File: src/rtl/mdu_iter.sv
// Iterative multiply/divide unit for the EX stage.
// Multiply goes through a fixed-latency product register chain.
// Divide uses radix-2 restoring division, one quotient bit per cycle.
module mdu_iter #(
  parameter int unsigned WIDTH      = 32,
  parameter int unsigned MUL_STAGES = 4
) (
  input  logic               clk,
  input  logic               rst,
  input  logic               flush,
  input  logic               start,
  input  logic [1:0]         op,
  input  logic [WIDTH-1:0]   src_a,
  input  logic [WIDTH-1:0]   src_b,
  output logic               busy,
  output logic               done,
  output logic [2*WIDTH-1:0] result,
  output logic               div_zero
);

  localparam int unsigned W    = WIDTH;
  localparam int unsigned RW   = 2 * WIDTH;
  localparam int unsigned CMAX = (WIDTH > MUL_STAGES) ? WIDTH : MUL_STAGES;
  localparam int unsigned CW   = $clog2(CMAX + 1);

  typedef enum logic [1:0] {S_IDLE, S_MUL, S_DIV} state_t;

  state_t        state, state_d;
  logic [CW-1:0] cnt, cnt_d;
  logic [W-1:0]  rem_q, rem_d, quot_q, quot_d, dvsr_q, dvsr_d;
  logic          sgn_q, sgn_q_d, sgn_r, sgn_r_d;
  logic          done_d, div_zero_d;
  logic [RW-1:0] result_d;

  logic          accept_c, signed_c;
  logic [W-1:0]  abs_a_c, abs_b_c;
  logic [RW-1:0] ext_a_c, ext_b_c, prod_c, mul_out_c;
  logic [W:0]    rem_sh_c, diff_c;
  logic [W-1:0]  rem_n_c, quot_n_c, rem_fix_c, quot_fix_c;

  assign accept_c = start && (state == S_IDLE) && !flush;
  assign signed_c = ~op[0];

  // Operand conditioning: sign-extended product and divide magnitudes
  always_comb begin
    ext_a_c = signed_c ? {{W{src_a[W-1]}}, src_a} : {{W{1'b0}}, src_a};
    ext_b_c = signed_c ? {{W{src_b[W-1]}}, src_b} : {{W{1'b0}}, src_b};
    prod_c  = ext_a_c * ext_b_c;
    abs_a_c = (signed_c && src_a[W-1]) ? -src_a : src_a;
    abs_b_c = (signed_c && src_b[W-1]) ? -src_b : src_b;
  end

  // Product register chain; the last stage feeds the result register
  if (MUL_STAGES == 1) begin : g_mul_direct
    assign mul_out_c = prod_c;
  end else begin : g_mul_pipe
    logic [RW-1:0] pipe [MUL_STAGES-1];
    // Free-running shift; only the accepted op's slot is consumed
    always_ff @(posedge clk or posedge rst) begin
      if (rst) begin
        for (int i = 0; i < int'(MUL_STAGES) - 1; i++) pipe[i] <= '0;
      end else begin
        pipe[0] <= prod_c;
        for (int i = 1; i < int'(MUL_STAGES) - 1; i++) pipe[i] <= pipe[i-1];
      end
    end
    assign mul_out_c = pipe[MUL_STAGES-2];
  end

  // One restoring step plus the sign fix-up applied on the final step
  always_comb begin
    rem_sh_c = {rem_q, quot_q[W-1]};
    diff_c   = rem_sh_c - {1'b0, dvsr_q};
    if (!diff_c[W]) begin
      rem_n_c  = diff_c[W-1:0];
      quot_n_c = {quot_q[W-2:0], 1'b1};
    end else begin
      rem_n_c  = rem_sh_c[W-1:0];
      quot_n_c = {quot_q[W-2:0], 1'b0};
    end
    quot_fix_c = sgn_q ? -quot_n_c : quot_n_c;
    rem_fix_c  = sgn_r ? -rem_n_c : rem_n_c;
  end

  // State register
  always_ff @(posedge clk or posedge rst) begin
    if (rst) state <= S_IDLE;
    else     state <= state_d;
  end

  // Next-state logic; flush always returns to idle
  always_comb begin
    state_d = state;
    case (state)
      S_IDLE:       if (accept_c) state_d = op[1] ? S_DIV : S_MUL;
      S_MUL, S_DIV: if (done) state_d = S_IDLE;
      default:      state_d = S_IDLE;
    endcase
    if (flush) state_d = S_IDLE;
  end

  // Output and datapath next values
  always_comb begin
    done_d     = 1'b0;
    div_zero_d = 1'b0;
    result_d   = result;
    cnt_d      = cnt;
    rem_d      = rem_q;
    quot_d     = quot_q;
    dvsr_d     = dvsr_q;
    sgn_q_d    = sgn_q;
    sgn_r_d    = sgn_r;
    case (state)
      S_IDLE: begin
        if (accept_c) begin
          cnt_d = CW'(1);
          if (!op[1]) begin
            if (MUL_STAGES == 1) begin
              done_d   = 1'b1;
              result_d = mul_out_c;
            end
          end else if (src_b == '0) begin
            done_d     = 1'b1;
            div_zero_d = 1'b1;
            result_d   = {src_a, {W{1'b1}}};
          end else begin
            rem_d   = '0;
            quot_d  = abs_a_c;
            dvsr_d  = abs_b_c;
            sgn_q_d = signed_c & (src_a[W-1] ^ src_b[W-1]);
            sgn_r_d = signed_c & src_a[W-1];
          end
        end
      end
      S_MUL: begin
        if (!done && !flush) begin
          cnt_d = cnt + CW'(1);
          if (cnt == CW'(MUL_STAGES - 1)) begin
            done_d   = 1'b1;
            result_d = mul_out_c;
          end
        end
      end
      S_DIV: begin
        if (!done && !flush) begin
          cnt_d  = cnt + CW'(1);
          rem_d  = rem_n_c;
          quot_d = quot_n_c;
          if (cnt == CW'(W)) begin
            done_d   = 1'b1;
            result_d = {rem_fix_c, quot_fix_c};
          end
        end
      end
      default: ;
    endcase
  end

  // Registered outputs and divide datapath
  always_ff @(posedge clk or posedge rst) begin
    if (rst) begin
      busy     <= 1'b0;
      done     <= 1'b0;
      div_zero <= 1'b0;
      result   <= '0;
      cnt      <= '0;
      rem_q    <= '0;
      quot_q   <= '0;
      dvsr_q   <= '0;
      sgn_q    <= 1'b0;
      sgn_r    <= 1'b0;
    end else begin
      busy     <= (state_d != S_IDLE);
      done     <= done_d;
      div_zero <= div_zero_d;
      result   <= result_d;
      cnt      <= cnt_d;
      rem_q    <= rem_d;
      quot_q   <= quot_d;
      dvsr_q   <= dvsr_d;
      sgn_q    <= sgn_q_d;
      sgn_r    <= sgn_r_d;
    end
  end

endmodule

File: config.mk
export PLATFORM = sky130hd
export DESIGN_NAME = mdu_iter
export DESIGN_NICKNAME = d
export VERILOG_FILES = /design/src/rtl/mdu_iter.sv
export SDC_FILE = /design/constraint.sdc
export NUM_CORES = 2
export LEC_CHECK = 0
export ABC_AREA = 1
export BUFFER_PORTS_ARGS = -buffer_cell sky130_fd_sc_hd__buf_2
export CORE_UTILIZATION = 67
export CTS_CLUSTER_DIAMETER = 30
export DETAILED_ROUTE_END_ITERATION = 8
export GPL_ROUTABILITY_DRIVEN = 0
export GPL_TIMING_DRIVEN = 0
export HOLD_SLACK_MARGIN = 0.1
export PLACE_DENSITY = 0.86
export SLEW_MARGIN = 15
export SYNTH_ARGS = -nofsm -noshare
export SYNTH_HDL_FRONTEND = slang
export SYNTH_SLANG_ARGS = --single-unit
File: constraint.sdc
create_clock -name clk -period 13.4 [get_ports clk]
set_input_delay 2.01 -clock clk [delete_from_list [all_inputs] [get_ports clk]]
set_output_delay 2.01 -clock clk [all_outputs]
set_load 0.01 [all_outputs]
Word-level counts from Yosys, hierarchy flattened --
Index checks and enable logic that the tools add are counted.
Word-level totals: register bits 365, bits of input ports 70, output and inout bits 67, logic and storage cells 100
Operators by class: add/sub/neg operators 6, multiply operators 1, eq/ne operators 13, mux-type cells 43, bitwise operators 5, reduce and logical (&&, ||, !) cells 18
Operator list (number):
- 64-bit two-way mux | 9
- 32-bit two-way mux | 13
- 64-bit one-hot mux with 3 select lines | 1
- 32-bit negator | 4
- 32-bit one-hot mux with 2 select lines | 2
- 64-bit by 64-bit multiplier with 64-bit output | 1
- 33-bit by 32-bit subtractor with 33-bit output | 1
- 32-bit zero test | 1
- 2-bit inequality test, second input constant | 7
- 6-bit two-way mux | 2
- 6-bit one-hot mux with 2 select lines | 1
- 1-bit two-way mux | 9
- 2-bit two-way mux | 4
- 8-bit AND reduction | 1
- 6-bit by 1-bit adder with 6-bit output, second input constant | 1
- 6-bit by 2-bit == test with 1-bit output, second input constant | 1
- 6-bit == test, second input constant | 1
- 2-bit nonzero test | 3
- 1-bit logical AND | 5
- 5-bit AND reduction | 1
- 2-bit by 1-bit inequality test with 1-bit output, second input constant | 2
- 2-bit one-hot mux with 2 select lines | 1
- 4-bit AND reduction | 1
- 1-bit one-hot mux with 3 select lines | 1
- other kinds (10) | 13

Logic depth before layout (Yosys ltp) --
depth after elaboration 7, mapped depth 42, gate-level depth less buffers 40

Worst setup path after synthesis --
Ideal clock, no wire load.
path kind in2reg, start input port op[0], end register g_mul_pipe.pipe[189] (netlist bit), setup time 79 ps, arrival 10429 ps, data required time 13321 ps, slack 2892 ps, cell stages on the path 30, buffers on the path 3, cell sequence clkbuf_1 nor2_1 clkbuf_1 buf_1 nand2_1 fa_1 inv_1 fa_1 fa_1 inv_1 fa_1 inv_1 fa_1 fa_1 fa_1 fa_1 fa_1 inv_1 fa_1 inv_1 ha_1 nand2_1 nor2_1 inv_1 nor4_1 nand3_1 nand3_1 nand4_1 nand3_1 xor2_1
Between the ends: word-level cells in the longest chain between the ends 2, elaborated cells between the ends (all ways) 3, classes of those cells mul: 1; mux: 2
Ends and longest elaborated chain:
- start: declaration | RTL line 12 | input logic [1:0] op,
- 64-bit two-way mux (on tied branches) | RTL line 46, 47
- 64-bit by 64-bit multiplier with 64-bit output (*) | RTL line 48 | prod_c = ext_a_c * ext_b_c;
- via prod_c[61] | RTL line 37 | logic [RW-1:0] ext_a_c, ext_b_c, prod_c, mul_out_c;
- end: declaration | RTL line 57 | logic [RW-1:0] pipe [MUL_STAGES-1];
The timed path passes the listed nets; every way through them passes the cells marked *. A chain may end at the register's enable or synchronous reset.

Worst setup path in the final report --
start input port src_a[31], end register g_mul_pipe.pipe[189] (netlist bit)
Between the ends: word-level cells in the longest chain between the ends 2
Ends and longest elaborated chain:
- start: declaration | RTL line 13 | input logic [WIDTH-1:0] src_a,
- 64-bit two-way mux | RTL line 46 | ext_a_c = signed_c ? {{W{src_a[W-1]}}, src_a} : {{W{1'b0}}, src_a};
- 64-bit by 64-bit multiplier with 64-bit output | RTL line 48
- via prod_c[61] | RTL line 37
The timed path passes the listed nets, and every way through them passes these cells.

==> flow_metrics.tcl <==
set metrics [dict create \
    outcome "finished with violations" \
    violations "DRC, capacitance limit" \
    synth-edff-count 0 \
    grt_max_degree 113 \
    synth_cell_types 61 \
    synth_nets 10083 \
    grt_pass1_vias 62440 \
    end_kind "register" \
    cpPeakStageDelay_ns 0.84 \
    crit_slowest_cell "fa_2" \
    via_count 59929 \
    fp.dieH_um 320 \
    ys_ff_latch 365 \
    wire_per_inst_um 25.7 \
    via_per_inst 6.18 \
    grt_pass1_wl_um 369000 \
    ys_seq_area_frac 0.135 \
    design_area_um2 71200 \
    hp-class "register to register" \
    cts_root_buf "clkbuf_16" \
    crit_top_cell "fa_1" \
    synth-compound-area-share 0.0489 \
    fin_util 0.711 \
    fin_skew_ns 0.0156 \
    syn_avg_cell_area_um2 8.22 \
    syn2layout_area_growth_pct 5.13 \
    placementRows 116 \
    syn_inst 8239 \
    drc 136 \
    clk_pin_slew_worst_paths_ns 0.07 \
    cp-start-kind "input port" \
    async_reset_ff_frac 1.00 \
    tightest_slew_ns 1.50 \
    firstDrtPassIters 9 \
    crit_fanout 10 \
    grt-ovfl-total 0 \
    core_um2 100000 \
    multi_input_comb_area_um2 48000 \
    post_synth_fa_ha_maj_area_fraction 0.485 \
    htreeDepth 2 \
    clock_latency_ns 0.57 \
    synth_top_family_by_area "adder cells" \
    dieArea_um2 102000 \
    synthTopCellsByArea "fa_1 (42%), inv_1 (14%), dfrtp_1 (13%)" \
    layout_common_cells "inv_1 (2448), nand2_1 (1842), fa_1 (1415)" \
    required_ns 13.89 \
    worst_slew_margin_rel 0.000421 \
    finalSetupViolations 0 \
    timing.final.crit_period_ns 13.26 \
    syn_area_um2 67700 \
    slew_violations 0 \
    synth_ff_type "dfrtp_1" \
    yosys.area.top_type "fa_1" \
    yosys.area_share.simple 0.152 \
    final_common_cell "inv_1" \
    crit_type "input port to register" \
    cts_made_buffers 35 \
    dp_hpwl_um 199000 \
    hold_viol 0 \
    r2r_slack_ns 7.73 \
    crit_arrival_ns 13.76 \
    synth_top_area_frac 0.419 \
    dpl_cell_area_um2 69800 \
    drive_gt1_frac 0.0371 \
    rsz0062_at_grt "false" \
    ios 137 \
    timing.fmax_mhz 75.4 \
    wl_um 249000 \
    fin_nets 10205 \
    maxCapViolCount 1 \
    fillCellCount 6922 \
    fin_crit_sh 0.990 \
    cts.sinks 365 \
    seq_area_um2 9130 \
    synthMuxAreaShare 0.000166 \
    drt_iter0_drc 8945 \
    numPortBuffers 77 \
    antenna_found_initial 34 \
    synth_xor_area_frac 0.0220 \
    initial_core_util 0.676 \
    drt.antenna.violating_nets 0 \
    cts_buffer_depth 3 \
    track_usage 0.498 \
    setup_ws_ns 0.135 \
    dp_slack_ns -0.641 \
    tritoncts "done" \
    die_w_um 320 \
    synth.yosys.warnings 0 \
    ctsHoldBuffers 0 \
]
cells by family (layout without fill, tap and decap cells):
kind of cell	count (synthesis)	count (layout)
buffers and inverters	2819	2966
AND/OR/NAND/NOR	2527	2527
adder cells (fa/ha/maj)	1774	1774
AO/OA/AOI/OAI	583	583
flip-flops	365	365
XOR/XNOR	170	170
multiplexers	1	1
other	0	21
final cells by class:
type                       instances  area share
multi-input combinational       5055       0.674
timing repair buffer              85     0.00715
clock buffer                      42      0.0137
buffer                           347      0.0197
inverter                        2472       0.130
sequential                       365       0.128
tap                             1298      0.0228
clock inverter                    20     0.00351
antenna                           21    0.000738
metal layers:
layer | vias up | part of all wire | global-route usage
li1 | 23799 | - | -
met5 | - | 0.0040 | 0.0643
met3 | 2128 | 0.19 | 0.297
met4 | 48 | 0.12 | 0.445
met1 | 28198 | 0.29 | 0.517
met2 | 5756 | 0.40 | 0.699
stage by stage:
step / hold WS, ns / setup TNS [ns] / instances
6_report: 0.340 / 0 / 9705
5_1_grt: 0.347 / 0 / 9691
4_1_cts: 0.344 / 0 / 9680
3_5_place_dp: 0.335 / -2.68 / 9618
3_3_place_gp: 0.331 / -651.97 / 9614
2_1_floorplan: 0.331 / 0 / 8239
repair_timing:
action,CTS,global route
setup buffers,0,3
endpoints found under the setup margin,1,11
gates resized for setup,1,9
pin swaps,0,0
synthesized netlist by cell type (4+ instances only):
master	n
inv_1	2451
nand2_1	1842
fa_1	1416
dfrtp_1	365
ha_1	358
nor2_1	325
clkbuf_1	242
a21oi_1	223
o21ai_0	174
nand3_1	164
xor2_1	94
buf_1	87
xnor2_1	76
nand4_1	44
o22ai_1	40
nor3_1	36
a31oi_1	34
nand2_2	34
o211ai_1	32
nor2_2	18
inv_2	17
nand3b_1	14
o21ai_1	13
nand2_4	12
o21a_1	11
buf_2	10
a21o_1	9
nor4_1	8
o31ai_1	7
nor2_4	6
nor3_2	6
o21bai_1	6
o221ai_1	6
o2111ai_1	5
or2_2	5
a41oi_1	4
buf_4	4
clkinv_1	4
sequential cells by signal (all words and copies together) (netlist names):
register,cells
g_mul_pipe.pipe,128
mul_out_c,64
result,64
dvsr_q,32
quot_q,32
rem_q,32
cnt,6
state,2
busy,1
div_zero,1
done,1
sgn_q,1
sgn_r,1
worst paths after layout:
kind	startpoint	to	cells past startpoint
min	g_mul_pipe.pipe[161]	g_mul_pipe.pipe[97]	0
min in group asynchronous	rst	mul_out_c[12]	2
min reg2reg	g_mul_pipe.pipe[161]	g_mul_pipe.pipe[97]	0
max reg2reg	quot_q[31]	result[24]	31
max	src_a[31]	g_mul_pipe.pipe[189]	31
max in group asynchronous	rst	result[58]	4
worst max-delay path, delay by kind of cell:
family / cells / cell delay, ns
AND/OR/NAND/NOR: 9 / 3.06
adder cells (fa/ha/maj): 11 / 6.17
XOR/XNOR: 1 / 0.15
buffers and inverters: 10 / 2.30
Power is not shown: default switching activity piles up to over one toggle a cycle in this logic, so the estimate is an artifact.
